File: config.mk
export PLATFORM = sky130hd
export DESIGN_NAME = tlu_trigger_data_receiver
export DESIGN_NICKNAME = d
export VERILOG_FILES = /design/src/rtl/tlu_trigger_data_receiver.sv
export SDC_FILE = /design/constraint.sdc
export NUM_CORES = 1
export LEC_CHECK = 0
export ABC_AREA = 1
export CAP_MARGIN = 0
export CORE_MARGIN = 1
export CORE_UTILIZATION = 60
export CTS_BUF_LIST = sky130_fd_sc_hd__clkbuf_16
export CTS_CLUSTER_DIAMETER = 200
export DETAILED_ROUTE_END_ITERATION = 10
export DONT_BUFFER_PORTS = 1
export PLACE_DENSITY = 0.75
export SLEW_MARGIN = 30
export SYNTH_ARGS = -nofsm -noshare
export SYNTH_HDL_FRONTEND = slang
export SYNTH_SLANG_ARGS = --single-unit
File: constraint.sdc
create_clock -name CLK -period 3.1 [get_ports CLK]
set_input_delay 0.155 -clock CLK [delete_from_list [all_inputs] [get_ports CLK]]
set_output_delay 0.155 -clock CLK [all_outputs]
set_load 0.05 [all_outputs]
File: src/rtl/tlu_trigger_data_receiver.sv
// TLU trigger-number receiver: clocks N bits in from the TLU, compensates the pipeline and offers the word on valid/ready.
// Optional build macro TLU_SEQ_CHECK_EN enables the consecutive-trigger-number check that drives SEQ_ERR.
module tlu_trigger_data_receiver #(
    parameter int DATA_WIDTH    = 32,
    parameter int CNT_WIDTH     = 6,
    parameter int DELAY_WIDTH   = 4,
    parameter int TIMEOUT_WIDTH = 16
) (
    input  logic                     CLK,
    input  logic                     RESET_N,
    input  logic [CNT_WIDTH-1:0]     CFG_CLOCK_CYCLES,
    input  logic [DELAY_WIDTH-1:0]   CFG_DATA_DELAY,
    input  logic                     CFG_MSB_FIRST,
    input  logic [TIMEOUT_WIDTH-1:0] CFG_TIMEOUT,
    input  logic                     TLU_TRIGGER,
    input  logic                     START,
    output logic                     TLU_CLOCK_ENABLE,
    output logic                     BUSY,
    output logic [DATA_WIDTH-1:0]    TLU_DATA,
    output logic                     DATA_VALID,
    input  logic                     DATA_READY,
    output logic                     DONE,
    output logic                     TIMEOUT_ERR,
    output logic                     SEQ_ERR,
    output logic [2:0]               dbg_state
);

    // Handshake: a word transfers on any rising CLK edge where DATA_VALID && DATA_READY;
    // DATA_VALID and TLU_DATA stay stable until then, and READY never feeds back into VALID combinationally.

    typedef enum logic [2:0] {
        S_IDLE  = 3'd0,
        S_CLOCK = 3'd1,
        S_WAIT  = 3'd2,
        S_LATCH = 3'd3,
        S_HOLD  = 3'd4,
        S_DONE  = 3'd5
    } state_t;

    localparam int PW = ((CNT_WIDTH > DELAY_WIDTH) ? CNT_WIDTH : DELAY_WIDTH) + 3;
    localparam logic [CNT_WIDTH-1:0] N_MAX = CNT_WIDTH'(DATA_WIDTH);

    state_t                   state, state_d;
    logic [PW-1:0]            cnt, cnt_d;
    logic [TIMEOUT_WIDTH-1:0] tcnt, tcnt_d, tcnt_inc;
    logic [CNT_WIDTH-1:0]     n_q, n_d;
    logic [DELAY_WIDTH-1:0]   d_q, d_d;
    logic                     msb_q, msb_d;
    logic [TIMEOUT_WIDTH-1:0] to_q, to_d;
    logic [DATA_WIDTH-1:0]    sr, sr_rev, n_mask, data_d;
    logic                     terr_d;

    assign dbg_state = state;
    assign n_mask    = {DATA_WIDTH{1'b1}} >> (DATA_WIDTH - int'(n_q));

    // Bit-reversed view so LSB-first words line up with a plain right shift.
    always_comb begin
        sr_rev = '0;
        for (int j = 0; j < DATA_WIDTH; j++) begin
            sr_rev[j] = sr[DATA_WIDTH-1-j];
        end
    end

    always_comb begin
        state_d  = state;
        cnt_d    = cnt;
        tcnt_d   = tcnt;
        n_d      = n_q;
        d_d      = d_q;
        msb_d    = msb_q;
        to_d     = to_q;
        data_d   = TLU_DATA;
        terr_d   = 1'b0;
        tcnt_inc = (tcnt == '1) ? tcnt : tcnt + TIMEOUT_WIDTH'(1);
        case (state)
            S_IDLE: begin
                cnt_d = '0;
                if (START) begin
                    state_d = S_CLOCK;
                    n_d     = (CFG_CLOCK_CYCLES == '0 || CFG_CLOCK_CYCLES > N_MAX) ? N_MAX : CFG_CLOCK_CYCLES;
                    d_d     = CFG_DATA_DELAY;
                    msb_d   = CFG_MSB_FIRST;
                    to_d    = CFG_TIMEOUT;
                end
            end
            S_CLOCK: begin
                if (cnt == PW'(n_q) - PW'(1)) begin
                    cnt_d   = '0;
                    state_d = S_WAIT;
                end else begin
                    cnt_d = cnt + PW'(1);
                end
            end
            S_WAIT: begin
                // Five fixed cycles cover the TLU sync and I/O round trip, on top of the configured delay.
                if (cnt == PW'(d_q) + PW'(4)) begin
                    cnt_d   = '0;
                    state_d = S_LATCH;
                end else begin
                    cnt_d = cnt + PW'(1);
                end
            end
            S_LATCH: begin
                state_d = S_HOLD;
                tcnt_d  = '0;
                data_d  = msb_q ? (sr & n_mask) : (sr_rev >> (DATA_WIDTH - int'(n_q)));
            end
            S_HOLD: begin
                if (DATA_READY) begin
                    state_d = S_DONE;
                    data_d  = '0;
                end else if (to_q != '0) begin
                    tcnt_d = tcnt_inc;
                    if (tcnt_inc == to_q) begin
                        terr_d  = 1'b1;
                        state_d = S_IDLE;
                        data_d  = '0;
                    end
                end
            end
            S_DONE: begin
                state_d = S_IDLE;
            end
            default: begin
                state_d = S_IDLE;
            end
        endcase
    end

    always_ff @(posedge CLK or negedge RESET_N) begin
        if (!RESET_N) begin
            state            <= S_IDLE;
            cnt              <= '0;
            tcnt             <= '0;
            n_q              <= '0;
            d_q              <= '0;
            msb_q            <= 1'b0;
            to_q             <= '0;
            sr               <= '0;
            TLU_CLOCK_ENABLE <= 1'b0;
            BUSY             <= 1'b0;
            TLU_DATA         <= '0;
            DATA_VALID       <= 1'b0;
            DONE             <= 1'b0;
            TIMEOUT_ERR      <= 1'b0;
        end else begin
            state            <= state_d;
            cnt              <= cnt_d;
            tcnt             <= tcnt_d;
            n_q              <= n_d;
            d_q              <= d_d;
            msb_q            <= msb_d;
            to_q             <= to_d;
            sr               <= DATA_WIDTH'({sr, TLU_TRIGGER});
            TLU_CLOCK_ENABLE <= (state_d == S_CLOCK);
            BUSY             <= (state_d != S_IDLE);
            TLU_DATA         <= data_d;
            DATA_VALID       <= (state_d == S_HOLD);
            DONE             <= (state_d == S_DONE);
            TIMEOUT_ERR      <= terr_d;
        end
    end

`ifdef TLU_SEQ_CHECK_EN
    logic [DATA_WIDTH-1:0] ref_q;
    logic                  have_ref;
    logic                  accept;

    assign accept = (state == S_HOLD) && DATA_READY;

    // A dropped word breaks the chain, so the next accepted word starts a fresh reference.
    always_ff @(posedge CLK or negedge RESET_N) begin
        if (!RESET_N) begin
            ref_q    <= '0;
            have_ref <= 1'b0;
            SEQ_ERR  <= 1'b0;
        end else begin
            SEQ_ERR <= accept && have_ref && (TLU_DATA != ((ref_q + DATA_WIDTH'(1)) & n_mask));
            if (accept) begin
                ref_q    <= TLU_DATA;
                have_ref <= 1'b1;
            end else if (terr_d) begin
                have_ref <= 1'b0;
            end
        end
    end
`else
    assign SEQ_ERR = 1'b0;
`endif

endmodule

## Word-level counts from Yosys, hierarchy flattened

Cells that the tools add are included.

- Flip-flop bits (word level): 124
- Bits in latches: 0
- Bits in writable memories: 0
- ROM bits: 0
- Word-level logic and storage cells: 72
- Memories: 0

- Add/sub/neg operators: 5
- $mul: 0
- Div/mod/pow operators: 0
- Magnitude comparators: 1
- Equal/unequal tests: 15
- Shift-type cells: 2
- Mux-type cells: 24
- Bitwise logic cells: 1
- Reductions and logical operators: 10

Operator list:

| cell | number |
|---|---|
| two-way mux 32 bit | 4 |
| case mux 32 bit (2 select lines) | 1 |
| two-way mux 16 bit | 3 |
| AND 32 bit | 1 |
| case mux 16 bit (2 select lines) | 1 |
| right shift 32 x 32 -> 32 bit | 1 |
| right shift 32 x 32 -> 32 bit, first input constant | 1 |
| case mux 9 bit (3 select lines) | 1 |
| two-way mux 3 bit | 6 |
| two-way mux 9 bit | 2 |
| adder 16 x 1 -> 16 bit, second input constant | 1 |
| == test 16 bit | 1 |
| == test 16 bit, second input constant | 1 |
| nonzero test 16 bit | 1 |
| case mux 3 bit (5 select lines) | 1 |
| adder 9 x 1 -> 9 bit, second input constant | 1 |
| == test 3 bit, second input constant | 3 |
| == test 9 x 5 -> 1 bit | 1 |
| == test 9 bit | 1 |
| subtractor 6 x 1 -> 7 bit, second input constant | 1 |
| subtractor 6 x 6 -> 7 bit, first input constant | 1 |
| == test 3 x 1 -> 1 bit, second input constant | 2 |
| == test 3 x 2 -> 1 bit, second input constant | 2 |
| greater-than comparator 6 bit, second input constant | 1 |
| 12 further kinds | 19 |

## Depth between registers and ports, before layout

- Depth in word-level cells: 8
- Mapped depth: 20
- Depth with buffers taken out: 18

## Least setup slack after synthesis

Ideal clock, no wire load.

- Path type: register to register
- From: reg n_q[0]
- To: reg TLU_DATA[22]
- Library setup time: 119 ps
- Arrival: 2573 ps
- Data required time: 2981 ps
- Path slack: 407 ps
- Stages on the path, launching flop included: 16
- Path through: dfrtp_1 > buf_2 > inv_2 > buf_2 > buf_1 > ha_1 > clkbuf_1 > inv_2 > buf_1 > nand3_1 > nand3_1 > o21ai_0 > o21ai_0 > a21oi_1 > nand3_1 > nand2_1

- Cells in the longest elaborated chain, start to end: 5
- Elaborated cells between the ends (all ways): 6
- Classes of those cells: add/sub: 1; shift: 2; mux: 2; bitwise: 1

Ends and longest elaborated chain:

| element | line | source |
|---|---|---|
| from (decl) | 46 | `logic [CNT_WIDTH-1:0] n_q, n_d;` |
| from (signal assigned) | 150 | `n_q <= n_d;` |
| subtractor 6 x 6 -> 7 bit (*) | 54, 106 |  |
| right shift 32 x 32 -> 32 bit | 54 | `assign n_mask = {DATA_WIDTH{1'b1}} >> (DATA_WIDTH - int'(n_q));` |
| AND 32 bit | 106 | `data_d = msb_q ? (sr & n_mask) : (sr_rev >> (DATA_WIDTH - int'(n_q)));` |
| two-way mux 32 bit (*) | 106 |  |
| case mux 32 bit (2 select lines) (*) | 75 | `case (state)` |
| to (signal assigned) | 157 | `TLU_DATA <= data_d;` |
| to (decl) | 19 | `output logic [DATA_WIDTH-1:0] TLU_DATA,` |

Mark *: on every way between the ends. The rest lies on a longest branch, timed or not.
A chain may end at the register's enable or synchronous reset.

## Final worst setup path

- From: reg tcnt[0]
- To: reg TLU_DATA[24]

- Cells in the longest elaborated chain, start to end: 5
- Elaborated cells between the ends (all ways): 6
- Classes of those cells: add/sub: 1; eq/ne: 3; mux: 1; reduce/logical: 1

Ends and longest elaborated chain:

| element | line | source |
|---|---|---|
| from (decl) | 45 | `logic [TIMEOUT_WIDTH-1:0] tcnt, tcnt_d, tcnt_inc;` |
| from (signal assigned) | 149 | `tcnt <= tcnt_d;` |
| adder 16 x 1 -> 16 bit / == test 16 bit (equally long branches) | 74 | `tcnt_inc = (tcnt == '1) ? tcnt : tcnt + TIMEOUT_WIDTH'(1);` |
| two-way mux 16 bit (*) | 74 |  |
| == test 16 bit (*) | 114 | `if (tcnt_inc == to_q) begin` |
| inequality test 3 bit (no line) (*) | n/a |  |
| AND reduction 3 bit (no line) (*) | n/a |  |

Marks and branches as above.

==> metrics.txt <==
status=finished, final reports clean; clock slew at reported path FFs=60 ps; area of the multi-input gates=4143 sq um; worst-margin pin slew=675.8 ps; Syn Nets=1,207; RSZ-0062 raised after global routing=false; synth unique cells=36; slowest CP cell=dfrtp_1; VDD IR max=0.4499 mV; row count=41; Max-Cap Viols=0; Die H=116.9 um; Total Wirelength=25,140 um; crit-path max FO=32; Routed WL per cell=18.39 um; Synthesis Warnings=0; share of cells above drive strength 1=5.611%; 1st-iter DRT viols=1,168; crit path cell chain=ha_1 > nand2_1 > nor2_1 > nand2_2 > inv_4 > nand2_4 > nand2_1 > xor2_1 > nand2_1 > inv_1 > nand2_1 > nor2_1 > nand2_2 > nand2_4 > nand2_4 > nand2_1 > nand2_1; Hold Path Class=input port to flip-flop; register area=3103 sq um; GPL Wtd Cong=1.061; Post-Syn Instances=1,170; Worst setup EP type=flip-flop; CTS buffer count=17; vias per std cell=6.121; PwrDens=415.2 nW/um^2; register area share after synthesis=39.17%; first-pass GRT wire length=40,010 um; Most common cell on crit path=nand2_1; design area=8941 sq um; Switching Fraction=23.23%; Synth Cell Area=7923 sq um; Reg power frac=45.1%; Vias=8,367; DRT Pass-1 Iters=9; Switch Pwr=862.5 uW; Die W=116.9 um; Clock Skew=13.42 ps; Worst EP required=3420 ps; setup bufs post-CTS=0; Placed Instance Area=8016 sq um; synthesized area per cell=6.771 sq um; largest net degree at the start of global routing=125; Setup TNS=0 ps; later-pin clock latency in the skew report=440 ps; Final Non-Filler Cells=1,367; Critical Path Start Type=flip-flop; flops & latches, synth=124; Port Buf Inserts=0; final core utilization=70.28%; Worst EP arrival=3120 ps; Fill cells=1,089; CTS tree=built; critical path class=flip-flop to flip-flop; Ports=73; Detailed Place HPWL=17,470 um; DRC=0; Core ar.=12,720 sq um; Comb power frac=2.2%; CTS sink cnt=124; Hold WS=34.17 ps; H-tree depth=4; antenna violations before repair=1; Placed Cells=1,301; Initial Util=62.27%; largest stage delay on the critical path=430 ps; minimum clock period=2804 ps; GRT overflow=0; Max Fclk=0.3566 GHz; Hold Fails Final Rpt=0; Die ar.=13,670 sq um; maximum clock path buffer count=2; Static Leak=4.428 nW; internal power=2.850 mW; Max Transition Viols Final=0; max_slew headroom=54.95%; Finish-stage setup viols=0; final net count=1,218; Design Power=3.713 mW; Final Worst Setup Slack=296.0 ps; Area Growth Syn to Fin=12.86%; CTS Root Cell=clkbuf_16; Clock power frac=52.8%; Place WS=388.5 ps; Routed Antenna Nets=0; final period utilization=90.45%; GRT Util Overall=39.08%; vias in the first global route=7,575
[power by group through the flow]
| stage | Combinational, mW | Sequential, mW | Clock (mW) |
|---|---|---|---|
| finish | 0.0807 | 1.67 | 1.96 |
| global route | 0.0900 | 1.67 | 2.04 |
| CTS | 0.0803 | 1.67 | 1.96 |
| detailed placement | 0.0128 | 1.70 | 0 |
| global placement | 0.0130 | 1.70 | 0 |
| floorplan | 0.0115 | 1.69 | 0 |
[registers in the layout, summed over array words and instances (netlist names), 3 cells and up]
name       flops
sr            32
cnt            9
d_q            4
tcnt          16
TLU_DATA      32
n_q            6
dbg_state      3
to_q          16
[critical path, delay by kind of cell (launching register included)]
family / cells / cell delay (ps)
buffers and inverters: 2 / 160
flip-flops: 1 / 430
XOR/XNOR: 1 / 170
adder cells (fa/ha/maj): 1 / 250
AND/OR/NAND/NOR: 13 / 1680
[final cells by class]
class | count | share of cell area, %
Clock buffer | 17 | 4.758
Timing Repair Buffer | 52 | 5.626
Inverter | 106 | 4.478
Tap cell | 172 | 2.407
Antenna cell | 1 | 0.02799
Sequential cell | 124 | 34.70
Multi-Input combinational cell | 880 | 46.33
Clock inverter | 15 | 1.665
[Yosys cell counts (all sizes together)]
| library cell | number | share of area (%) |
|---|---|---|
| nand2 | 348 | 17 |
| nand3 | 281 | 18 |
| dfrtp | 124 | 39 |
| inv | 102 | 4.9 |
| o21ai | 75 | 4.7 |
| nor2 | 60 | 2.9 |
| clkbuf | 32 | 1.5 |
| buf | 28 | 2.1 |
| nand4 | 25 | 2.0 |
| a21oi | 22 | 1.4 |
| nor3 | 12 | 0.76 |
| xor2 | 12 | 1.3 |
| o211ai | 11 | 1.0 |
| xnor2 | 7 | 0.77 |
| ha | 5 | 0.79 |
| nand3b | 5 | 0.47 |
| clkinv | 4 | 0.19 |
| o22ai | 4 | 0.32 |
| and3 | 3 | 0.24 |
| nor4 | 3 | 0.24 |
| or2 | 2 | 0.16 |
| a211oi | 1 | 0.095 |
| a21boi | 1 | 0.095 |
| and2 | 1 | 0.079 |
| conb | 1 | 0.047 |
| o31ai | 1 | 0.095 |
[per-layer routing]
metal | share of wire, % | GRT usage, % | vias to the layer above
li1 | - | - | 3913
met1 | 43 | 56.00 | 3877
met2 | 42 | 56.45 | 491
met3 | 11 | 10.04 | 86
met4 | 3.9 | 15.44 | 0
met5 | 0 | 0 | -
[layout by cell type (no fill, tap or decap), types with 6 or more instances in the layout]
cell type      netlist  layout
a21oi_1             21      21
buf_4                3      18
clkbuf_16            0      17
clkinv_1             4       6
dfrtp_1            124     124
dlygate4sd3_1        0      32
inv_1               96      97
nand2_1            342     341
nand3_1            281     281
nand4_1             25      25
nor2_1              59      59
nor3_1              12      12
o211ai_1            11      11
o21ai_0             72      72
xnor2_1              7       6
xor2_1              12      12
[cell families after synthesis]
logic type | Yosys count | synth area share, %
AO/OA/AOI/OAI | 115 | 7.818
XOR/XNOR | 19 | 2.100
adder cells (fa/ha/maj) | 5 | 0.7896
buffers and inverters | 166 | 8.670
flip-flops | 124 | 39.17
other | 1 | 0.04733
AND/OR/NAND/NOR | 740 | 41.41
[final timing paths]
check	slack [ps]	cells after the start	from	endpoint
setup / recovery	300	17	tcnt[0]$_DFFE_PN0P_	TLU_DATA[24]$_DFFE_PN0P_
hold / removal	30	3	CFG_CLOCK_CYCLES[5]	n_q[1]$_DFFE_PN0P_
setup reg to reg	300	17	tcnt[0]$_DFFE_PN0P_	TLU_DATA[24]$_DFFE_PN0P_
hold reg to reg	380	0	sr[24]$_DFF_PN0_	sr[25]$_DFF_PN0_
max in group asynchronous	2290	2	RESET_N	sr[1]$_DFF_PN0_
min in group asynchronous	320	2	RESET_N	tcnt[4]$_DFFE_PN0P_
[repair_timing]
item	in CTS	in global routing
hold endpoints to repair	154	0
hold buffers	33	0
gates resized for setup	0	0
endpoints found under the setup margin	0	0
Note: power is estimated with default switching activity, not from simulation.
